### src/rtl/muldiv_pkg.sv
// Shared definitions for the HI/LO multiply/divide controller.
// Holds the controller state encoding, the divider iteration count and the
// bit positions used on the 2-bit MULT/DIV/MFHL/MTHL decode buses.
package muldiv_pkg;

    typedef enum logic [1:0] {
        IDLE     = 2'd0,
        MUL_BUSY = 2'd1,
        DIV_BUSY = 2'd2
    } state_t;

    // One quotient bit per cycle for a 32-bit dividend.
    localparam int DIV_ITER = 32;

    // MULT/DIV buses: [1] = unsigned form, [0] = signed form.
    localparam int OP_U = 1;
    localparam int OP_S = 0;
    // MFHL/MTHL buses: [1] = HI, [0] = LO.
    localparam int OP_HI = 1;
    localparam int OP_LO = 0;

    // Two's-complement negate when neg is set; used both to take operand
    // magnitudes before dividing and to restore signs afterwards.
    function automatic logic [31:0] cond_negate(input logic [31:0] v, input logic neg);
        return neg ? (32'd0 - v) : v;
    endfunction

endpackage

### src/rtl/div_iter.sv
// Unsigned restoring divider, one quotient bit per cycle.
// Ports:
//   clk, rst      clock and synchronous active-high reset
//   start         load a/b and begin a new division (ignored if abort is high)
//   abort         drop any division in progress
//   a, b          dividend and divisor (unsigned magnitudes)
//   q, r          quotient/remainder after the current cycle's iteration
//   done          high in the cycle performing the final iteration, so q/r
//                 carry the finished result and can be captured on that edge
module div_iter
    import muldiv_pkg::*;
(
    input  logic        clk,
    input  logic        rst,
    input  logic        start,
    input  logic        abort,
    input  logic [31:0] a,
    input  logic [31:0] b,
    output logic [31:0] q,
    output logic [31:0] r,
    output logic        done
);

    logic [31:0] rem_q;
    logic [31:0] quo_q;
    logic [31:0] dvs_q;
    logic [5:0]  cnt_q;
    logic        run_q;
    logic [32:0] shifted;
    logic [31:0] diff;
    logic        fits;

    // One restoring step: shift the next dividend bit into the partial
    // remainder and subtract the divisor if it fits. The quotient register
    // doubles as the dividend shifter, so its vacated LSB takes the new
    // quotient bit. The result fits in 32 bits whenever the subtraction is
    // taken, so the low bits of the difference are all that is needed.
    always_comb begin
        shifted = {rem_q, quo_q[31]};
        diff    = shifted[31:0] - dvs_q;
        fits    = (shifted >= {1'b0, dvs_q});
        r       = fits ? diff : shifted[31:0];
        q       = {quo_q[30:0], fits};
        done    = run_q & (cnt_q == 6'(DIV_ITER - 1));
    end

    // Iteration registers: load on start, step while running, and stop
    // after the last iteration or on abort/reset.
    always_ff @(posedge clk) begin
        if (rst || abort) begin
            rem_q <= '0;
            quo_q <= '0;
            dvs_q <= '0;
            cnt_q <= '0;
            run_q <= 1'b0;
        end else if (start) begin
            rem_q <= '0;
            quo_q <= a;
            dvs_q <= b;
            cnt_q <= '0;
            run_q <= 1'b1;
        end else if (run_q) begin
            rem_q <= r;
            quo_q <= q;
            cnt_q <= cnt_q + 6'd1;
            if (done) begin
                run_q <= 1'b0;
            end
        end
    end

endmodule

### src/rtl/hilo_muldiv_ctrl.sv
// HI/LO multiply/divide sequencer for the EX stage.
// Accepts mult/div/mfhi/mflo/mthi/mtlo at issue, runs multiplies and divides
// in the background, owns HI/LO and stalls only HI/LO users that arrive
// while an operation is in flight.
// Ports:
//   clk, rst            clock and synchronous active-high reset
//   issue_valid         EX holds a valid, non-flushed instruction
//   MULT, DIV           [1]=unsigned [0]=signed multiply / divide
//   MFHL, MTHL          [1]=HI [0]=LO move-from / move-to
//   src_a, src_b        rs / rt operands
//   flush               abort in-flight operation, ignore this cycle's issue
//   stall               hold IF..EX this cycle
//   busy                operation in flight
//   hl_rdata            HI or LO selected by MFHL (0 if neither)
//   hi, lo              architectural HI/LO
module hilo_muldiv_ctrl
    import muldiv_pkg::*;
#(
    parameter int MUL_LAT = 2
) (
    input  logic        clk,
    input  logic        rst,
    input  logic        issue_valid,
    input  logic [1:0]  MULT,
    input  logic [1:0]  DIV,
    input  logic [1:0]  MFHL,
    input  logic [1:0]  MTHL,
    input  logic [31:0] src_a,
    input  logic [31:0] src_b,
    input  logic        flush,
    output logic        stall,
    output logic        busy,
    output logic [31:0] hl_rdata,
    output logic [31:0] hi,
    output logic [31:0] lo
);

    state_t      state_q, state_d;
    logic [2:0]  cnt_q;
    logic [32:0] mul_a_q, mul_b_q;
    logic        div_sa_q, div_sb_q, div_zero_q;
    logic        any_op, issue_ok, acc_mul, acc_div;
    logic        mul_last, div_last;
    logic [63:0] ext_a, ext_b, prod;
    logic [31:0] div_q, div_r, quo_fix, rem_fix;
    logic        div_done;

    // Control decode and next-state logic. An instruction is only taken
    // when the unit is idle and not being flushed; any HI/LO instruction
    // arriving while busy is held by stall until the cycle busy drops.
    always_comb begin
        state_d  = state_q;
        busy     = (state_q != IDLE);
        any_op   = |{MULT, DIV, MFHL, MTHL};
        stall    = issue_valid & ~flush & busy & any_op;
        issue_ok = issue_valid & ~flush & ~busy;
        acc_mul  = issue_ok & (|MULT);
        acc_div  = issue_ok & (|DIV);
        mul_last = 1'b0;
        div_last = 1'b0;
        unique case (state_q)
            IDLE: begin
                if (acc_mul) begin
                    state_d = MUL_BUSY;
                end else if (acc_div) begin
                    state_d = DIV_BUSY;
                end
            end
            MUL_BUSY: begin
                if (cnt_q == 3'(MUL_LAT - 1)) begin
                    mul_last = 1'b1;
                    state_d  = IDLE;
                end
            end
            DIV_BUSY: begin
                if (div_done) begin
                    div_last = 1'b1;
                    state_d  = IDLE;
                end
            end
            default: state_d = IDLE;
        endcase
        if (flush) begin
            state_d = IDLE;
        end
    end

    // State register.
    always_ff @(posedge clk) begin
        if (rst) begin
            state_q <= IDLE;
        end else begin
            state_q <= state_d;
        end
    end

    // Multiply latency counter: counts busy cycles so the result is
    // written on the edge ending busy cycle MUL_LAT.
    always_ff @(posedge clk) begin
        if (rst || flush || acc_mul || mul_last) begin
            cnt_q <= '0;
        end else if (state_q == MUL_BUSY) begin
            cnt_q <= cnt_q + 3'd1;
        end
    end

    // Operand capture at acceptance. Multiply operands are held as 33-bit
    // values whose top bit is the sign for mult and zero for multu, so a
    // single signed product covers both forms. Divide keeps only the signs
    // and the divide-by-zero flag; the divider holds the magnitudes.
    always_ff @(posedge clk) begin
        if (rst) begin
            mul_a_q    <= '0;
            mul_b_q    <= '0;
            div_sa_q   <= 1'b0;
            div_sb_q   <= 1'b0;
            div_zero_q <= 1'b0;
        end else begin
            if (acc_mul) begin
                mul_a_q <= {MULT[OP_S] & src_a[31], src_a};
                mul_b_q <= {MULT[OP_S] & src_b[31], src_b};
            end
            if (acc_div) begin
                div_sa_q   <= DIV[OP_S] & src_a[31];
                div_sb_q   <= DIV[OP_S] & src_b[31];
                div_zero_q <= (src_b == 32'd0);
            end
        end
    end

    // Product of the held operands. Extending the 33-bit values to 64 bits
    // and keeping the low 64 product bits gives the exact signed/unsigned
    // result. Operands are stable for the whole busy window, so this path
    // has MUL_LAT cycles to settle before it is written.
    always_comb begin
        ext_a = {{31{mul_a_q[32]}}, mul_a_q};
        ext_b = {{31{mul_b_q[32]}}, mul_b_q};
        prod  = ext_a * ext_b;
    end

    div_iter u_div_iter (
        .clk   (clk),
        .rst   (rst),
        .start (acc_div),
        .abort (flush),
        .a     (cond_negate(src_a, DIV[OP_S] & src_a[31])),
        .b     (cond_negate(src_b, DIV[OP_S] & src_b[31])),
        .q     (div_q),
        .r     (div_r),
        .done  (div_done)
    );

    // Signed divide: quotient negative when operand signs differ,
    // remainder takes the dividend's sign.
    always_comb begin
        quo_fix = cond_negate(div_q, div_sa_q ^ div_sb_q);
        rem_fix = cond_negate(div_r, div_sa_q);
    end

    // HI/LO update. Completions and moves are mutually exclusive because
    // moves are only accepted while idle. A flush on the completion edge
    // suppresses the write, and a zero divisor never writes.
    always_ff @(posedge clk) begin
        if (rst) begin
            hi <= '0;
            lo <= '0;
        end else if (mul_last && !flush) begin
            hi <= prod[63:32];
            lo <= prod[31:0];
        end else if (div_last && !flush && !div_zero_q) begin
            hi <= rem_fix;
            lo <= quo_fix;
        end else begin
            if (issue_ok && MTHL[OP_HI]) begin
                hi <= src_a;
            end
            if (issue_ok && MTHL[OP_LO]) begin
                lo <= src_a;
            end
        end
    end

    // Read port for mfhi/mflo straight from the registers.
    always_comb begin
        hl_rdata = MFHL[OP_HI] ? hi : (MFHL[OP_LO] ? lo : 32'd0);
    end

endmodule
### config.mk
export PLATFORM = sky130hd
export DESIGN_NAME = hilo_muldiv_ctrl
export DESIGN_NICKNAME = d
export VERILOG_FILES = /design/src/rtl/muldiv_pkg.sv /design/src/rtl/div_iter.sv /design/src/rtl/hilo_muldiv_ctrl.sv
export SDC_FILE = /design/constraint.sdc
export NUM_CORES = 2
export LEC_CHECK = 0
export ABC_AREA = 1
export BUFFER_PORTS_ARGS = -buffer_cell sky130_fd_sc_hd__buf_2
export CORE_MARGIN = 4
export CORE_UTILIZATION = 51
export CTS_CLUSTER_DIAMETER = 100
export CTS_CLUSTER_SIZE = 40
export DETAILED_ROUTE_END_ITERATION = 8
export PLACE_DENSITY = 0.76
export SKIP_CTS_REPAIR_TIMING = 1
export SYNTH_ARGS = -nofsm -noshare
export SYNTH_HDL_FRONTEND = slang
export SYNTH_SLANG_ARGS = --single-unit
### constraint.sdc
create_clock -name clk -period 11.3 [get_ports clk]
set_clock_uncertainty 0.2 [all_clocks]
set_input_delay 2.26 -clock clk [delete_from_list [all_inputs] [get_ports clk]]
set_output_delay 2.26 -clock clk [all_outputs]
set_load 0.05 [all_outputs]
==> reports/metrics.yaml <==
layout:
  layout_common_cells: "inv_1 (2074), nand2_1 (2037), fa_1 (1126)"
  final_common_cell: "inv_1"
  fin_util_pct: 53.76
  drive_gt1_share_pct: 4.999
  area_delta_synth_final_pct: 4.530
  fillers: 10320
  fin_nets: 9044
global_route:
  grt_pass1_vias: 51130
  grt_max_degree: 96
  grt_overflow: 0
  grt_usage_pct: 32.21
  antenna_found_initial: 17
  grt_pass1_wl_um: 290400
setup_path:
  r2r-start: "mul_b_q[4]"
  path_max_fanout: 26
  cp-end-kind: "register"
  start_kind: "register"
  r2r_cells: 32
  crit_path_start: "mul_b_q[4]"
  path_buf_inv: 7
  r2r_setup_slack_ps: 1990
  critPathMostFrequentCell: "fa_1"
  critPathKind: "register to register"
  cp_num_cells: 32
  endpoint: "hi[14]"
  crit_slowest_cell: "dfxtp_1"
  max_stage_delay_ps: 1200
  worstPathRequired_ps: 11580
  crit_family: "adder cells"
  crit_arrival_ps: 9590
  r2r-end: "hi[14]"
sta:
  fin_crit_sh_pct: 82.37
  worstMarginPinSlew_ps: 1280
  report.final.slew_viol_count: 0
  post-route-min-period_ps: 9308
  slew_headroom_pct: 14.55
  fmax_mhz: 107.4
  hold_viol: 0
  setup_tns_ps: 0
  finalSetupViolations: 0
  grt_setup_unrepaired: "no"
synth:
  synth_nets: 9151
  seq_area_frac_synth_pct: 8.605
  ys.warnings.count: 0
  synth_area_per_cell_um2: 7.283
  synth_seq_cells: 241
  yosysUniqueCellTypes: 53
  syn_inst: 7698
  netlist_area_um2: 56070
pwr:
  vdd_drop_max_mv: 0.1138
  switching_share_pct: 50.46
  combPwrFrac_pct: 50.4
  p_switching_mw: 1.745
  pwr-share-seq_pct: 27.2
  p_int_mw: 1.713
  p_clk_share_pct: 22.4
  powerDensity_nw_per_um2: 58.99
  p_leak_nw: 34.56
cts:
  clock_path_buffers: 3
  numCtsBuffers: 17
  cts_root_buf: "clkbuf_16"
  cts_num_sinks: 241
  clk_latency_ps: 580
  htreeDepth: 1
  cts_tree: "yes"
  path_clk_slew_ps: 130
detailed_routing:
  dr.pass1.iters: 8
  drt-total-wl_um: 183600
  route.met3.wl_um: 20730
  via_per_inst: 5.445
  met2WireLength_um: 82470
  routed.top_layer: "met5"
  antenna_left: 0
  via_count: 49160
  drc: 0
  wl_per_cell_um: 20.34
  wl_met1_um: 70700
  first_iter_violations: 4716
floorplanning:
  fp-row-count: 121
  initial_utilization_pct: 51.43
  ios: 174
  core_um2: 109000
  dieArea_um2: 115300
  dieWidth_um: 339.6
  die_h_um: 339.6
worst_hold_path:
  hold_path.startpoint: "mul_a_q[8]"
  hold_class: "register to register"
run:
  maxCapViolCount: 0
outcome:
  outcome: "finished clean"
placement:
  dp.final_hpwl_um: 150800
  gp_congestion: 1.020
  portBuffers: 173
==> per-stage QoR <==
stage	instance area, um^2	instances	worst slack, ps	power, mW	hold WS [ps]
2_1_floorplan	56070	7698	3578	2.120	244.4
3_3_place_gp	57900	8986	2097	2.635	254.2
3_5_place_dp	57900	8986	1989	2.646	257.8
4_1_cts	58570	9016	2003	3.431	269.1
5_1_grt	58600	9027	1660	3.655	285.9
6_report	58610	9029	1992	3.457	276.0
==> routing by layer <==
metal / track usage (%) / vias to the layer above
met5: 0 / -
met4: 13.71 / 2
met3: 7.393 / 541
met2: 51.06 / 2644
met1: 42.64 / 23940
li1: - / 22030
==> registers in the layout, indices dropped and copies added, names as in the netlist, 2 cells and up <==
register          flops
u_div_iter.dvs_q     32
state_q               2
u_div_iter.quo_q     32
mul_a_q              33
hi                   32
u_div_iter.rem_q     32
cnt_q                 3
lo                   32
u_div_iter.cnt_q      6
mul_b_q              33
==> power by group through the flow <==
stage                     sequential (mW)  combinational, mW  clock, mW
after floorplan                     0.959               1.16          0
after global placement              0.955               1.68          0
after detailed placement            0.956               1.69          0
after CTS                           0.937               1.71      0.780
after global routing                0.942               1.91      0.804
final                               0.940               1.74      0.775
==> logic make-up after synthesis <==
logic type / after synthesis / share of synthesized area, %
XOR/XNOR: 142 / 2.218
buffers and inverters: 2482 / 16.75
AO/OA/AOI/OAI: 789 / 7.606
flip-flops: 241 / 8.605
AND/OR/NAND/NOR: 2667 / 19.02
adder cells (fa/ha/maj): 1377 / 45.81
==> layout make-up <==
cell class / instances / area [um^2] / area share [%]
inverters: 2083 / 7819 / 13.34
well taps: 1414 / 1769 / 3.019
repair buffers: 273 / 1617 / 2.758
flip-flops and latches: 241 / 4826 / 8.235
diodes: 13 / 32.53 / 0.05551
multi-input cells: 4975 / 41870 / 71.45
clock inverters: 12 / 230.2 / 0.3928
clock buffers: 18 / 439.2 / 0.7494
==> synth_stat cells (all sizes together) <==
| cell type | number | area share [%] |
|---|---|---|
| xor2 | 89 | 1.4 |
| o22ai | 1 | 0.011 |
| a311oi | 1 | 0.016 |
| and3 | 1 | 0.011 |
| a211oi | 3 | 0.040 |
| o21a | 7 | 0.094 |
| and2 | 6 | 0.067 |
| nand2 | 2063 | 14 |
| or2 | 12 | 0.13 |
| o211ai | 30 | 0.40 |
| o311ai | 3 | 0.047 |
| nand3b | 7 | 0.094 |
| nand3 | 190 | 1.7 |
| ha | 251 | 5.6 |
| o2111ai | 1 | 0.016 |
| clkinv | 4 | 0.027 |
| nor2 | 300 | 2.1 |
| clkbuf | 371 | 2.5 |
| o21ai | 318 | 2.9 |
| a21oi | 345 | 3.1 |
| a221oi | 2 | 0.031 |
| nand4 | 31 | 0.35 |
| a21o | 5 | 0.067 |
| xnor2 | 53 | 0.83 |
| o31ai | 6 | 0.080 |
| nor4 | 15 | 0.18 |
| inv | 2079 | 14 |
| a21boi | 2 | 0.027 |
| o221ai | 13 | 0.20 |
| a31oi | 43 | 0.48 |
| o21bai | 9 | 0.12 |
| nor3b | 2 | 0.027 |
| nor3 | 40 | 0.37 |
| dfxtp | 241 | 8.6 |
| buf | 28 | 0.32 |
| fa | 1126 | 40 |
==> how the worst min path moves through the flow <==
| stage | slack (ps) | to | depth (start not counted) |
|---|---|---|---|
| 2_1_floorplan | 240 | u_div_iter.cnt_q[5] | 2 |
| 5_1_grt | 290 | mul_a_q[8] | 2 |
| 3_5_place_dp | 260 | mul_a_q[8] | 2 |
| 4_1_cts | 270 | mul_a_q[8] | 2 |
| 3_3_place_gp | 250 | mul_a_q[8] | 2 |
| 6_report | 280 | mul_a_q[8] | 2 |
==> worst register-to-register path: cells and delay by family, from the launching register on <==
kind / cells / cell delay [ps]
adders and majority gates: 9 / 4400
and+or+nand+nor: 10 / 1740
AOI/OAI and AO/OA: 6 / 1210
DFF: 1 / 1200
buffers and inverters: 7 / 460
Note: power is estimated with default switching activity, not from simulation.
